### src/rtl/cache_opr_pkg.sv
// Shared types and limits for the cache operation sequencer.
// Holds the FSM state enum and the stage-count / timeout defaults.
package cache_opr_pkg;

    localparam int NUM_OPR_MAX     = 8;
    localparam int TIMEOUT_CYC_DEF = 255;

    typedef enum logic [1:0] {
        ST_IDLE,
        ST_ISSUE,
        ST_WAIT,
        ST_DONE
    } opr_state_e;

endpackage

### src/rtl/cache_opr_sequencer_if.sv
// Command and stage handshake bundle for the cache operation sequencer.
// master: command source and stage responders; slave: the sequencer.
interface cache_opr_sequencer_if #(
    parameter int NUM_OPR = 8
);
    logic               valid;
    logic               ready;
    logic [NUM_OPR-1:0] opr_mask;
    logic [NUM_OPR-1:0] opr_start;
    logic [NUM_OPR-1:0] opr_done;
    logic [NUM_OPR-1:0] opr_active;
    logic [2:0]         cur_opr;
    logic               busy;
    logic               opr_finished;
    logic               opr_error;

    modport master (
        output valid,
        output opr_mask,
        output opr_done,
        input  ready,
        input  opr_start,
        input  opr_active,
        input  cur_opr,
        input  busy,
        input  opr_finished,
        input  opr_error
    );

    modport slave (
        input  valid,
        input  opr_mask,
        input  opr_done,
        output ready,
        output opr_start,
        output opr_active,
        output cur_opr,
        output busy,
        output opr_finished,
        output opr_error
    );

endinterface

### src/rtl/cache_opr_prio_enc.sv
// Lowest-set-bit priority encoder for the pending stage mask.
// Ports: mask_i (W), idx_o (3, index of lowest set bit), found_o.
module cache_opr_prio_enc
    import cache_opr_pkg::*;
#(
    parameter int W = NUM_OPR_MAX
) (
    input  logic [W-1:0] mask_i,
    output logic [2:0]   idx_o,
    output logic         found_o
);

    // Scan downward so the lowest set bit is the last one written.
    always_comb begin
        idx_o   = '0;
        found_o = 1'b0;
        for (int i = W - 1; i >= 0; i--) begin
            if (mask_i[i]) begin
                idx_o   = 3'(i);
                found_o = 1'b1;
            end
        end
    end

endmodule

### src/rtl/cache_opr_sequencer.sv
// Issues masked cache operation stages one at a time, lowest index first.
// Ports: clk, rst (sync, active-high), opr_if (slave: valid/ready command,
// opr_mask, opr_start/opr_done/opr_active per stage, cur_opr, busy,
// opr_finished, opr_error). Define OPR_TIMEOUT_EN to abort stalled stages.
module cache_opr_sequencer
    import cache_opr_pkg::*;
#(
    parameter int NUM_OPR     = 8,
    parameter int TIMEOUT_CYC = TIMEOUT_CYC_DEF
) (
    input  logic                  clk,
    input  logic                  rst,
    cache_opr_sequencer_if.slave  opr_if
);

    opr_state_e         state_q;
    logic [NUM_OPR-1:0] pend_q;
    logic [NUM_OPR-1:0] start_q;
    logic [NUM_OPR-1:0] active_q;
    logic [2:0]         cur_q;
    logic               fin_q;

    logic [NUM_OPR-1:0] pend_d;
    logic [2:0]         nx_idx;
    logic               nx_found;
    logic               done_hit;

    function automatic logic [NUM_OPR-1:0] onehot(input logic [2:0] idx);
        logic [NUM_OPR-1:0] r;
        r      = '0;
        r[idx] = 1'b1;
        return r;
    endfunction

    // Only the done of the stage currently waited on counts.
    assign done_hit = (state_q == ST_WAIT) && opr_if.opr_done[cur_q];

    // Pending mask as it will be after this edge; the encoder looks
    // ahead so the next start pulse and cur_opr can be registered.
    always_comb begin
        pend_d = pend_q;
        if (state_q == ST_IDLE && opr_if.valid) begin
            pend_d = opr_if.opr_mask;
        end else if (done_hit) begin
            pend_d = pend_q & ~onehot(cur_q);
        end
    end

    cache_opr_prio_enc #(
        .W (NUM_OPR)
    ) u_prio_enc (
        .mask_i  (pend_d),
        .idx_o   (nx_idx),
        .found_o (nx_found)
    );

`ifdef OPR_TIMEOUT_EN
    logic [7:0] cnt_q;
    logic       err_q;
    localparam logic [7:0] CNT_LAST = 8'(TIMEOUT_CYC - 1);
`endif

    always_ff @(posedge clk) begin
        if (rst) begin
            state_q  <= ST_IDLE;
            pend_q   <= '0;
            start_q  <= '0;
            active_q <= '0;
            cur_q    <= '0;
            fin_q    <= 1'b0;
`ifdef OPR_TIMEOUT_EN
            cnt_q    <= '0;
            err_q    <= 1'b0;
`endif
        end else begin
            start_q <= '0;
            fin_q   <= 1'b0;
            unique case (state_q)
                ST_IDLE: begin
                    if (opr_if.valid) begin
                        pend_q <= opr_if.opr_mask;
`ifdef OPR_TIMEOUT_EN
                        err_q  <= 1'b0;
`endif
                        if (nx_found) begin
                            state_q <= ST_ISSUE;
                            cur_q   <= nx_idx;
                            start_q <= onehot(nx_idx);
                        end else begin
                            state_q <= ST_DONE;
                            fin_q   <= 1'b1;
                        end
                    end
                end
                ST_ISSUE: begin
                    state_q  <= ST_WAIT;
                    active_q <= onehot(cur_q);
`ifdef OPR_TIMEOUT_EN
                    cnt_q    <= '0;
`endif
                end
                ST_WAIT: begin
                    if (done_hit) begin
                        pend_q   <= pend_d;
                        active_q <= '0;
                        if (nx_found) begin
                            state_q <= ST_ISSUE;
                            cur_q   <= nx_idx;
                            start_q <= onehot(nx_idx);
                        end else begin
                            state_q <= ST_DONE;
                            fin_q   <= 1'b1;
                        end
                    end
`ifdef OPR_TIMEOUT_EN
                    // A done on the last allowed cycle wins above.
                    else if (cnt_q == CNT_LAST) begin
                        err_q    <= 1'b1;
                        pend_q   <= '0;
                        active_q <= '0;
                        state_q  <= ST_DONE;
                        fin_q    <= 1'b1;
                    end else begin
                        cnt_q <= cnt_q + 8'd1;
                    end
`endif
                end
                ST_DONE: begin
                    state_q <= ST_IDLE;
                end
                default: begin
                    state_q <= ST_IDLE;
                end
            endcase
        end
    end

    assign opr_if.ready        = (state_q == ST_IDLE);
    assign opr_if.busy         = (state_q != ST_IDLE);
    assign opr_if.opr_start    = start_q;
    assign opr_if.opr_active   = active_q;
    assign opr_if.cur_opr      = cur_q;
    assign opr_if.opr_finished = fin_q;
`ifdef OPR_TIMEOUT_EN
    assign opr_if.opr_error    = err_q;
`else
    assign opr_if.opr_error    = 1'b0;
`endif

endmodule

### src/flat_wrapper.sv
// flat-port wrapper written by rule: the top's interface ports become plain ports
module cache_opr_sequencer_flat import cache_opr_pkg::*;
#(
    parameter int NUM_OPR     = 8,
    parameter int TIMEOUT_CYC = TIMEOUT_CYC_DEF
)
  (clk, rst, opr_if_valid, opr_if_opr_mask, opr_if_opr_done, opr_if_ready, opr_if_opr_start, opr_if_opr_active, opr_if_cur_opr, opr_if_busy, opr_if_opr_finished, opr_if_opr_error);
  cache_opr_sequencer_if #(.NUM_OPR(NUM_OPR)) opr_if_i ();
  input  logic clk;
  input  logic rst;
  input wire logic [$bits(opr_if_i.valid)-1:0] opr_if_valid;
  input wire logic [$bits(opr_if_i.opr_mask)-1:0] opr_if_opr_mask;
  input wire logic [$bits(opr_if_i.opr_done)-1:0] opr_if_opr_done;
  output wire logic [$bits(opr_if_i.ready)-1:0] opr_if_ready;
  output wire logic [$bits(opr_if_i.opr_start)-1:0] opr_if_opr_start;
  output wire logic [$bits(opr_if_i.opr_active)-1:0] opr_if_opr_active;
  output wire logic [$bits(opr_if_i.cur_opr)-1:0] opr_if_cur_opr;
  output wire logic [$bits(opr_if_i.busy)-1:0] opr_if_busy;
  output wire logic [$bits(opr_if_i.opr_finished)-1:0] opr_if_opr_finished;
  output wire logic [$bits(opr_if_i.opr_error)-1:0] opr_if_opr_error;
  assign opr_if_i.valid = opr_if_valid;
  assign opr_if_i.opr_mask = opr_if_opr_mask;
  assign opr_if_i.opr_done = opr_if_opr_done;
  assign opr_if_ready = opr_if_i.ready;
  assign opr_if_opr_start = opr_if_i.opr_start;
  assign opr_if_opr_active = opr_if_i.opr_active;
  assign opr_if_cur_opr = opr_if_i.cur_opr;
  assign opr_if_busy = opr_if_i.busy;
  assign opr_if_opr_finished = opr_if_i.opr_finished;
  assign opr_if_opr_error = opr_if_i.opr_error;
  cache_opr_sequencer #(.NUM_OPR(NUM_OPR), .TIMEOUT_CYC(TIMEOUT_CYC)) u_core (.clk(clk), .rst(rst), .opr_if(opr_if_i));
endmodule
### config.mk
export PLATFORM = sky130hd
export DESIGN_NAME = cache_opr_sequencer_flat
export DESIGN_NICKNAME = d
export VERILOG_FILES = /design/src/rtl/cache_opr_pkg.sv /design/src/rtl/cache_opr_sequencer_if.sv /design/src/rtl/cache_opr_prio_enc.sv /design/src/rtl/cache_opr_sequencer.sv /design/src/flat_wrapper.sv
export SDC_FILE = /design/constraint.sdc
export NUM_CORES = 1
export LEC_CHECK = 0
export BUFFER_PORTS_ARGS = -buffer_cell sky130_fd_sc_hd__buf_4
export CORE_ASPECT_RATIO = 0.7
export CORE_UTILIZATION = 40
export DETAILED_ROUTE_END_ITERATION = 6
export PLACE_DENSITY = 0.69
export SLEW_MARGIN = 20
export SYNTH_ARGS = -nofsm -noshare
export SYNTH_HDL_FRONTEND = slang
export SYNTH_HIERARCHICAL = 1
export SYNTH_SLANG_ARGS = --single-unit
### constraint.sdc
create_clock -name clk -period 4.52 [get_ports clk]
set_clock_uncertainty 0.2 [all_clocks]
set_input_delay 1.356 -clock clk [delete_from_list [all_inputs] [get_ports clk]]
set_output_delay 1.356 -clock clk [all_outputs]
set_load 0.05 [all_outputs]
==> results of run 1 <==
==> logic make-up (layout without fill, tap and decap cells) <==
logic type             after synthesis  in the layout  synth area share, %
DFF                                 30             30                 42.3
buffers and inverters               14             55                 4.85
and+or+nand+nor                     49             49                 20.5
muxes                                8              8                 6.35
other                                1              1                0.264
AOI/OAI and AO/OA                   43             43                 25.7
==> synth_stat cells, drive strengths merged (2+ instances only) <==
library cell,n
and2,8
nor3,2
inv,6
o21ai,4
nor2,9
mux2i,6
and4bb,2
nor2b,5
clkbuf,3
nor3b,5
dfxtp,30
mux2,2
o211ai,2
o2111ai,3
and3b,2
a22o,6
nor4,3
a31oi,2
a21oi,10
a32o,2
buf,5
o31ai,2
nand2,10
o41ai,2
a211oi,3
==> critical path: cells and delay by family <==
kind / cells / cell delay [ns]
compound gates: 2 / 0.69
mux: 1 / 0.16
simple gates: 6 / 1.44
buf+inv: 1 / 0.11
==> worst paths after layout <==
path / startpoint / to / slack [ns] / cells after the start
worst max register to register: u_core/opr_if.cur_opr[0]$_SDFFE_PP0P_ / u_core/opr_if.opr_start[3]$_SDFF_PP0_ / 1.17 / 10
worst max-delay path: opr_if_valid / u_core/opr_if.opr_start[3]$_SDFF_PP0_ / 0.76 / 10
worst min-delay path: u_core/opr_if.opr_active[2]$_SDFFE_PP0P_ / u_core/opr_if.opr_active[2]$_SDFFE_PP0P_ / 0.29 / 1
worst min register to register: u_core/opr_if.opr_active[2]$_SDFFE_PP0P_ / u_core/opr_if.opr_active[2]$_SDFFE_PP0P_ / 0.29 / 1
==> state kept, by name, indices dropped and copies added (netlist names) <==
register / count
u_core/opr_if.opr_start: 8
u_core/opr_if.cur_opr: 3
u_core/pend_q: 8
u_core/opr_if.opr_finished: 1
u_core/state_q: 2
u_core/opr_if.opr_active: 8
==> area by class of cell <==
type / count / area, um2 / area share (%)
multi-input cells: 101 / 749 / 40.9
flip-flops and latches: 30 / 601 / 32.8
repair buffers: 41 / 308 / 16.8
clock buffers: 7 / 86.3 / 4.72
well taps: 47 / 58.8 / 3.21
inverters: 6 / 22.5 / 1.23
clock inverters: 1 / 5.00 / 0.273
==> power groups by stage <==
stage | clock, mW | combinational [mW] | sequential, mW
CTS | 0.227 | 0.322 | 0.319
global placement | 0 | 0.313 | 0.323
detailed placement | 0 | 0.321 | 0.325
finish | 0.222 | 0.324 | 0.319
floorplan | 0 | 0.210 | 0.353
global route | 0.240 | 0.348 | 0.323
==> layer usage <==
metal | vias up | track usage [%] | part of all wire (%) | routed length [um]
met5 | - | 0 | 0 | 0
met2 | 45 | 31.0 | 45 | 1630
met1 | 605 | 28.1 | 47 | 1700
li1 | 613 | - | - | -
met4 | 0 | 9.15 | 2.0 | 74
met3 | 9 | 4.84 | 6.2 | 224
==> stage by stage <==
step           total power, mW  utilization [%]  instances  setup WS, ns  area [um2]
5_1_grt                  0.910             56.2        233         0.627        1830
2_1_floorplan            0.562                -        145         0.900        1420
6_report                 0.865             56.2        233         0.765        1830
3_5_place_dp             0.646             53.4        225         0.568        1740
3_3_place_gp             0.636             53.4        225         0.651        1740
4_1_cts                  0.867             56.2        233         0.840        1830
==> impl_metrics.toml, run 1 <==
[sta]
tns_ns = 0
slew-limit-headroom_pct = 59.2
finalSetupViolCount = 0
maxSlewViolCount = 0
worstMarginPinSlew_ns = 0.612
rsz0062_at_grt = "no"
fmax_mhz = 266
post-route-period-util_pct = 83.1
final_hold_viol_count = 0
timing.final.crit_period_ns = 3.76
hold_slack_ns = 0.286

[cts]
clockBufferDepth = 2
clk_latency_ns = 0.28
path_clk_slew_ns = 0.06
htree_levels = 2
ctsResizeCount = 0
cts_sinks = 30
cts_setup_buffers = 0
clockRootBuffer = "clkbuf_8"
cts-buffers-inserted = 5
cts_tree = "done"
postCtsHoldBufs = 0

[cells_and_area]
nets = 204
nFillCells = 296
drive_gt1_share_pct = 33.3
final_common_cell = "buf_4"
area_growth_pct = 29.0
antenna_cells = 0
mostFrequentLayoutCells = "buf_4, dfxtp_1, nand2_1"

[flow_run]
drv_cap = 0

[global_route]
grt_usage_pct = 20.7
grt_antenna_before_repair = 0
grt_pass1_wl_um = 5730
grt_pass1_vias = 1191
grt-ovfl-total = 0
grt_start_max_net_pins = 16

[floorplanning]
ios = 42
chipWidth_um = 73.2
core_area_um2 = 3250
num_rows = 17
initial_core_util_pct = 43.6
die-area_um2 = 3790
die_h_um = 51.8

[critical_path]
critPathMaxFanout = 13
crit_required_ns = 4.52
crit_arrival_ns = 3.76
crit_type = "in -> reg"
cp_cell_sequence = "buf_4, and2_1, mux2i_1, a31oi_1, nor4_1, nand2_1, nand2b_1, nor2_1, o2111ai_1, nor3b_1"
end_kind = "register"
setup.worst_path.start_class = "input port"
slowest_stage = "and2_1"
max_stage_delay_ns = 0.52

[yosys]
yosysSeqAreaShare_pct = 42.3
ys_seq_elements = 30
synthFlopType = "dfxtp_1"
synth_area_per_cell_um2 = 9.79
synth.area.top_cells = "dfxtp_1, mux2i_1, a22o_1"
syn_area_um2 = 1420
synth.largest_area_cell = "dfxtp_1"
synthCells = 145
synth_cell_types = 42
async_flop_share_pct = 0
yosysWarnings = 6
yosys.area.top_type_share_pct = 42.3
synth_edf_count = 0
syn-num-nets = 164

[placement]
routabilityCongestion = 0.872
dp_hpwl_um = 2720
numPortBuffers = 40

[power]
switchingPower_mw = 0.339
internal_power_mw = 0.526
leakagePower_nw = 0.770
seq_power_share_pct = 36.9
power_frac_clock_pct = 25.7
peakVddDrop_uv = 256
p_comb_share_pct = 37.4
p_per_area_nw_per_um2 = 473
p_sw_share_pct = 39.2

[run_status]
outcome = "finished, final reports clean"

[detailed_routing]
finalWirelength_um = 3630
drt-initial-drc-count = 93
first_pass_iters = 4
drc_errors = 0
ant_nets = 0
viasPerCell = 5.46
num_vias = 1272
post_drt_wl_per_cell_um = 15.6

[min_path]
min_path_type = "reg -> reg"
No activity file was read; power rests on OpenSTA's default activity.
==> run 2, diff against run 1 <==
- clock period: 4.52 -> 3.75 ns (I/O delays scaled with it)
==> impl_metrics.toml, run 2 (synthesis gave the netlist of run 1 again) <==
[run_status]
outcome = "finished, final reports clean"

[detailed_routing]
num_vias = 1272
finalWirelength_um = 3680
drc_errors = 0
post_drt_wl_per_cell_um = 15.5
first_pass_iters = 4
viasPerCell = 5.37
ant_nets = 0
drt-initial-drc-count = 113

[placement]
numPortBuffers = 40
postPlaceCellArea_um2 = 1770
routabilityCongestion = 0.879
dp_hpwl_um = 2770

[power]
peakVddDrop_uv = 235
power_frac_clock_pct = 25.1
switchingPower_mw = 0.413
p_per_area_nw_per_um2 = 569
seq_power_share_pct = 36.0
p_sw_share_pct = 39.0
internal_power_mw = 0.646
leakagePower_nw = 0.791
p_comb_share_pct = 38.9

[sta]
finalSetupViolCount = 0
hold_slack_ns = 0.277
maxSlewViolCount = 0
worstMarginPinSlew_ns = 0.550
final_hold_viol_count = 0
rsz0062_at_grt = "no"
timing.final.crit_period_ns = 3.43
fmax_mhz = 292
tns_ns = 0
post-route-period-util_pct = 91.4
slew-limit-headroom_pct = 63.3

[min_path]
hp-start = "u_core/opr_if.opr_active[7]$_SDFFE_PP0P_"
min_path_type = "reg -> reg"
hold-path-endpoint = "u_core/opr_if.opr_active[7]$_SDFFE_PP0P_"
min_path_cells = 1

[cts]
path_clk_slew_ns = 0.06
clockRootBuffer = "clkbuf_8"
htree_levels = 2
postCtsHoldBufs = 0
cts_setup_buffers = 0
cts_sinks = 30
clk_latency_ns = 0.28
ctsResizeCount = 0
cts-buffers-inserted = 5
cts_tree = "done"
clockBufferDepth = 2

[cells_and_area]
final_common_cell = "buf_4"
mostFrequentLayoutCells = "buf_4, dfxtp_1, nand2_1"
drive_gt1_share_pct = 34.7
nets = 208
antenna_cells = 0
fin_area_um2 = 1860
area_growth_pct = 31.1

[floorplanning]
die_h_um = 51.8
chipWidth_um = 73.2
die-area_um2 = 3790
core_area_um2 = 3250
initial_core_util_pct = 43.6
num_rows = 17
ios = 42

[flow_run]
drv_cap = 0

[global_route]
grt_start_max_net_pins = 14
grt_antenna_before_repair = 0
grt-ovfl-total = 0
grt_usage_pct = 22.8
grt_pass1_vias = 1206
grt_pass1_wl_um = 6130

[critical_path]
crit_required_ns = 3.75
r2r_start = "u_core/opr_if.cur_opr[2]$_SDFFE_PP0P_"
worst_r2r_path_depth = 9
end_kind = "register"
rr_endpoint = "u_core/opr_if.cur_opr[1]$_SDFFE_PP0P_"
crit_type = "in -> reg"
setup.worst_path.start_class = "input port"
ff2ff_setup_slack_ns = 0.57
critPathMaxFanout = 5
crit_arrival_ns = 3.42
-- run 2: changes by cell type in the layout (fill, tap and decap cells not counted), sizes merged --
cell,delta
buf,+4
-- run 2: power groups by stage --
stage	Sequential, mW	Clock, mW	Combinational, mW
3_3_place_gp	0.385	0	0.398
6_report	0.381	0.266	0.412
4_1_cts	0.380	0.273	0.408
2_1_floorplan	0.425	0	0.253
5_1_grt	0.384	0.293	0.444
3_5_place_dp	0.387	0	0.406
-- run 2: worst max-delay path: stages --
cell	delay, ns
buf_4	0.11
mux2_4	0.27
o211ai_4	0.22
a21oi_1	0.16
a21oi_1	0.38
nor4_2	0.11
nand2_1	0.15
nand2b_1	0.09
nor2_1	0.27
o2111ai_1	0.28
nor3b_1	0.26
-- run 2: stage by stage --
stage          total power [mW]  utilization [%]  worst slack (ns)  std cells
2_1_floorplan             0.678                -             0.361        145
3_3_place_gp              0.783             54.4             0.186        229
3_5_place_dp              0.793             54.4             0.113        229
5_1_grt                    1.12             57.2             0.104        237
6_report                   1.06             57.2             0.323        237
4_1_cts                    1.06             57.2             0.381        237
-- run 2: how the worst max path moves through the flow --
stage | from | end | slack (ns) | cells after the start
final | opr_if_opr_done[6] | u_core/opr_if.opr_start[3]$_SDFF_PP0_ | 0.32 | 11
after global routing | opr_if_opr_done[6] | u_core/opr_if.opr_start[3]$_SDFF_PP0_ | 0.10 | 12
after CTS | opr_if_opr_done[6] | u_core/opr_if.opr_start[3]$_SDFF_PP0_ | 0.38 | 11
after detailed placement | opr_if_opr_done[6] | u_core/opr_if.opr_start[3]$_SDFF_PP0_ | 0.11 | 11
after global placement | opr_if_opr_done[6] | u_core/opr_if.opr_start[3]$_SDFF_PP0_ | 0.19 | 10
after floorplan | opr_if_opr_done[6] | u_core/opr_if.opr_start[5]$_SDFF_PP0_ | 0.36 | 9
-- run 2: routing by layer --
| layer | GRT usage, % | vias up | wire length [um] |
|---|---|---|---|
| met1 | 30.8 | 584 | 1660 |
| li1 | - | 619 | - |
| met3 | 7.36 | 7 | 310 |
| met5 | 0 | - | 0 |
| met4 | 8.82 | 0 | 59 |
| met2 | 33.5 | 62 | 1650 |
-- run 2: area by class of cell --
type,instances,area [um2]
Clock buffer,7,86.3
Inverter,6,22.5
Fill cell,287,1390
Clock inverter,1,5.00
Sequential cell,30,601
Tap cell,47,58.8
Timing Repair Buffer,45,338
Multi-Input combinational cell,101,749
==> run 3, diff against run 2 <==
- ABC_AREA: unset -> 1
==> impl_metrics.toml, run 3 <==
[critical_path]
setup.worst_path.start_class = "input port"
crit_arrival_ns = 2.93
cp_num_cells = 17
crit_required_ns = 3.72
cp_cell_sequence = "buf_4, nand2_1, nand2_1, nand2_1, nand2_1, nand2_2, nand2_4, nand3_1, nand3_1, nand2_1, or2_1, nor3_2, nand2_1, nand2_1, nor2_1, nand2_1, nor2_1"
worst_r2r_path_depth = 16
end_kind = "register"
slowest_stage = "or2_1"
critPathTopFamily = "simple AND/OR/NAND/NOR gates"
max_stage_delay_ns = 0.25
critPathMaxFanout = 9
crit_type = "in -> reg"
path_buf_inv = 1
cpMostUsedCell = "nand2_1"

[placement]
numPortBuffers = 40
dp_hpwl_um = 2550
dp_slack_ns = 0.534
postPlaceCellArea_um2 = 1790
routabilityCongestion = 0.840

[yosys]
yosys.area.top_type_share_pct = 41.2
synth_commonest_cells = "nand2_1, dfxtp_1, nand3_1"
synth.area.top_cells = "dfxtp_1, nand2_1, nand3_1"
synth.largest_area_cell = "dfxtp_1"
syn_area_um2 = 1460
synth_area_per_cell_um2 = 6.90
yosysWarnings = 6
synth_cell_types = 24
yosysSeqAreaShare_pct = 41.2
syn-num-nets = 230
async_flop_share_pct = 0
yosysMostFrequentCell = "nand2_1"
ys_seq_elements = 30
synthFlopType = "dfxtp_1"
synthCells = 211
synth_edf_count = 0

[cts]
htree_levels = 2
cts_setup_buffers = 0
ctsResizeCount = 0
clk_latency_ns = 0.28
cts_sinks = 30
path_clk_slew_ns = 0.06
clockBufferDepth = 2
cts_tree = "done"
postCtsHoldBufs = 0
clockRootBuffer = "clkbuf_8"
cts-buffers-inserted = 5

[run_status]
outcome = "finished, final reports clean"

[cells_and_area]
nFillCells = 342
final-seq-area_um2 = 601
multi_input_area_um2 = 724
area_growth_pct = 29.0
final_common_cell = "nand2_1"
final_core_util_pct = 57.0
mostFrequentLayoutCells = "nand2_1, buf_4, dfxtp_1"
antenna_cells = 0
fin_area_um2 = 1880
drive_gt1_share_pct = 24.0
nets = 272

[sta]
tns_ns = 0
post-route-period-util_pct = 78.7
finalSetupViolCount = 0
rsz0062_at_grt = "no"
setup_ws_ns = 0.797
maxSlewViolCount = 0
slew-limit-headroom_pct = 63.8
fmax_mhz = 339
timing.final.crit_period_ns = 2.95
worstMarginPinSlew_ns = 0.543
final_hold_viol_count = 0

[detailed_routing]
finalWirelength_um = 3400
drc_errors = 0
first_pass_iters = 4
post_drt_wl_per_cell_um = 11.3
viasPerCell = 4.68
num_vias = 1408
ant_nets = 0
drt-initial-drc-count = 145

[global_route]
grt_antenna_before_repair = 0
grt_usage_pct = 19.8
grt-ovfl-total = 0
grt_start_max_net_pins = 20
grt_pass1_wl_um = 5640
grt_pass1_vias = 1258

[floorplanning]
die-area_um2 = 3890
ios = 42
initial_core_util_pct = 44.2
core_area_um2 = 3300
chipWidth_um = 74.1
die_h_um = 52.5
num_rows = 17

[flow_run]
drv_cap = 0

[power]
p_per_area_nw_per_um2 = 567
peakVddDrop_uv = 297
power.total_mw = 1.06
leakagePower_nw = 0.900

[min_path]
min_path_type = "reg -> reg"
min_path_cells = 2
[run 3: power by group]
part / internal (mW) / switching (mW) / total, mW / leakage (nW)
Clock: 0.148 / 0.119 / 0.267 / 0.0482
Sequential: 0.348 / 0.0324 / 0.381 / 0.244
Combinational: 0.125 / 0.292 / 0.417 / 0.607
[run 3: per-stage QoR]
step | std cells | hold slack (ns)
after detailed placement | 293 | 0.274
after CTS | 301 | 0.282
after floorplan | 211 | 0.266
after global placement | 293 | 0.272
after global routing | 301 | 0.308
final | 301 | 0.279
[run 3: tightest hold or removal path, delay by kind of cell, from the launching register on]
kind,cells,cell delay [ns]
AND/OR/NAND/NOR,1,0.07
flip-flops,1,0.31
AO/OA/AOI/OAI,1,0.05
[run 3: routing by layer]
metal	GRT usage (%)	share of wire [%]
met2	28.0	40
met1	28.3	53
met5	0	0
met4	7.69	1.4
met3	5.19	6.2
[run 3: kinds of logic after synthesis]
logic type / synth area share (%)
buffers and inverters: 9.02
AND/OR/NAND/NOR: 41.1
other: 0.257
flip-flops: 41.2
AO/OA/AOI/OAI: 8.42
[run 3: area by class of cell]
| class | count | area share (%) |
|---|---|---|
| Multi-Input combinational cell | 151 | 38.6 |
| Sequential cell | 30 | 32.0 |
| Timing Repair Buffer | 41 | 16.4 |
| Inverter | 24 | 5.06 |
| Clock buffer | 7 | 4.60 |
| Tap cell | 47 | 3.13 |
| Clock inverter | 1 | 0.266 |
[run 3: path summary, 6_finish.rpt]
| kind | startpoint | endpoint | slack [ns] |
|---|---|---|---|
| min | u_core/opr_if.opr_active[6]$_SDFFE_PP0P_ | u_core/opr_if.opr_active[6]$_SDFFE_PP0P_ | 0.28 |
| max reg2reg | u_core/opr_if.cur_opr[0]$_SDFFE_PP0P_ | u_core/opr_if.opr_start[4]$_SDFF_PP0_ | 1.05 |
| max | opr_if_opr_done[7] | u_core/opr_if.opr_start[4]$_SDFF_PP0_ | 0.80 |
| min reg2reg | u_core/opr_if.opr_active[6]$_SDFFE_PP0P_ | u_core/opr_if.opr_active[6]$_SDFFE_PP0P_ | 0.28 |
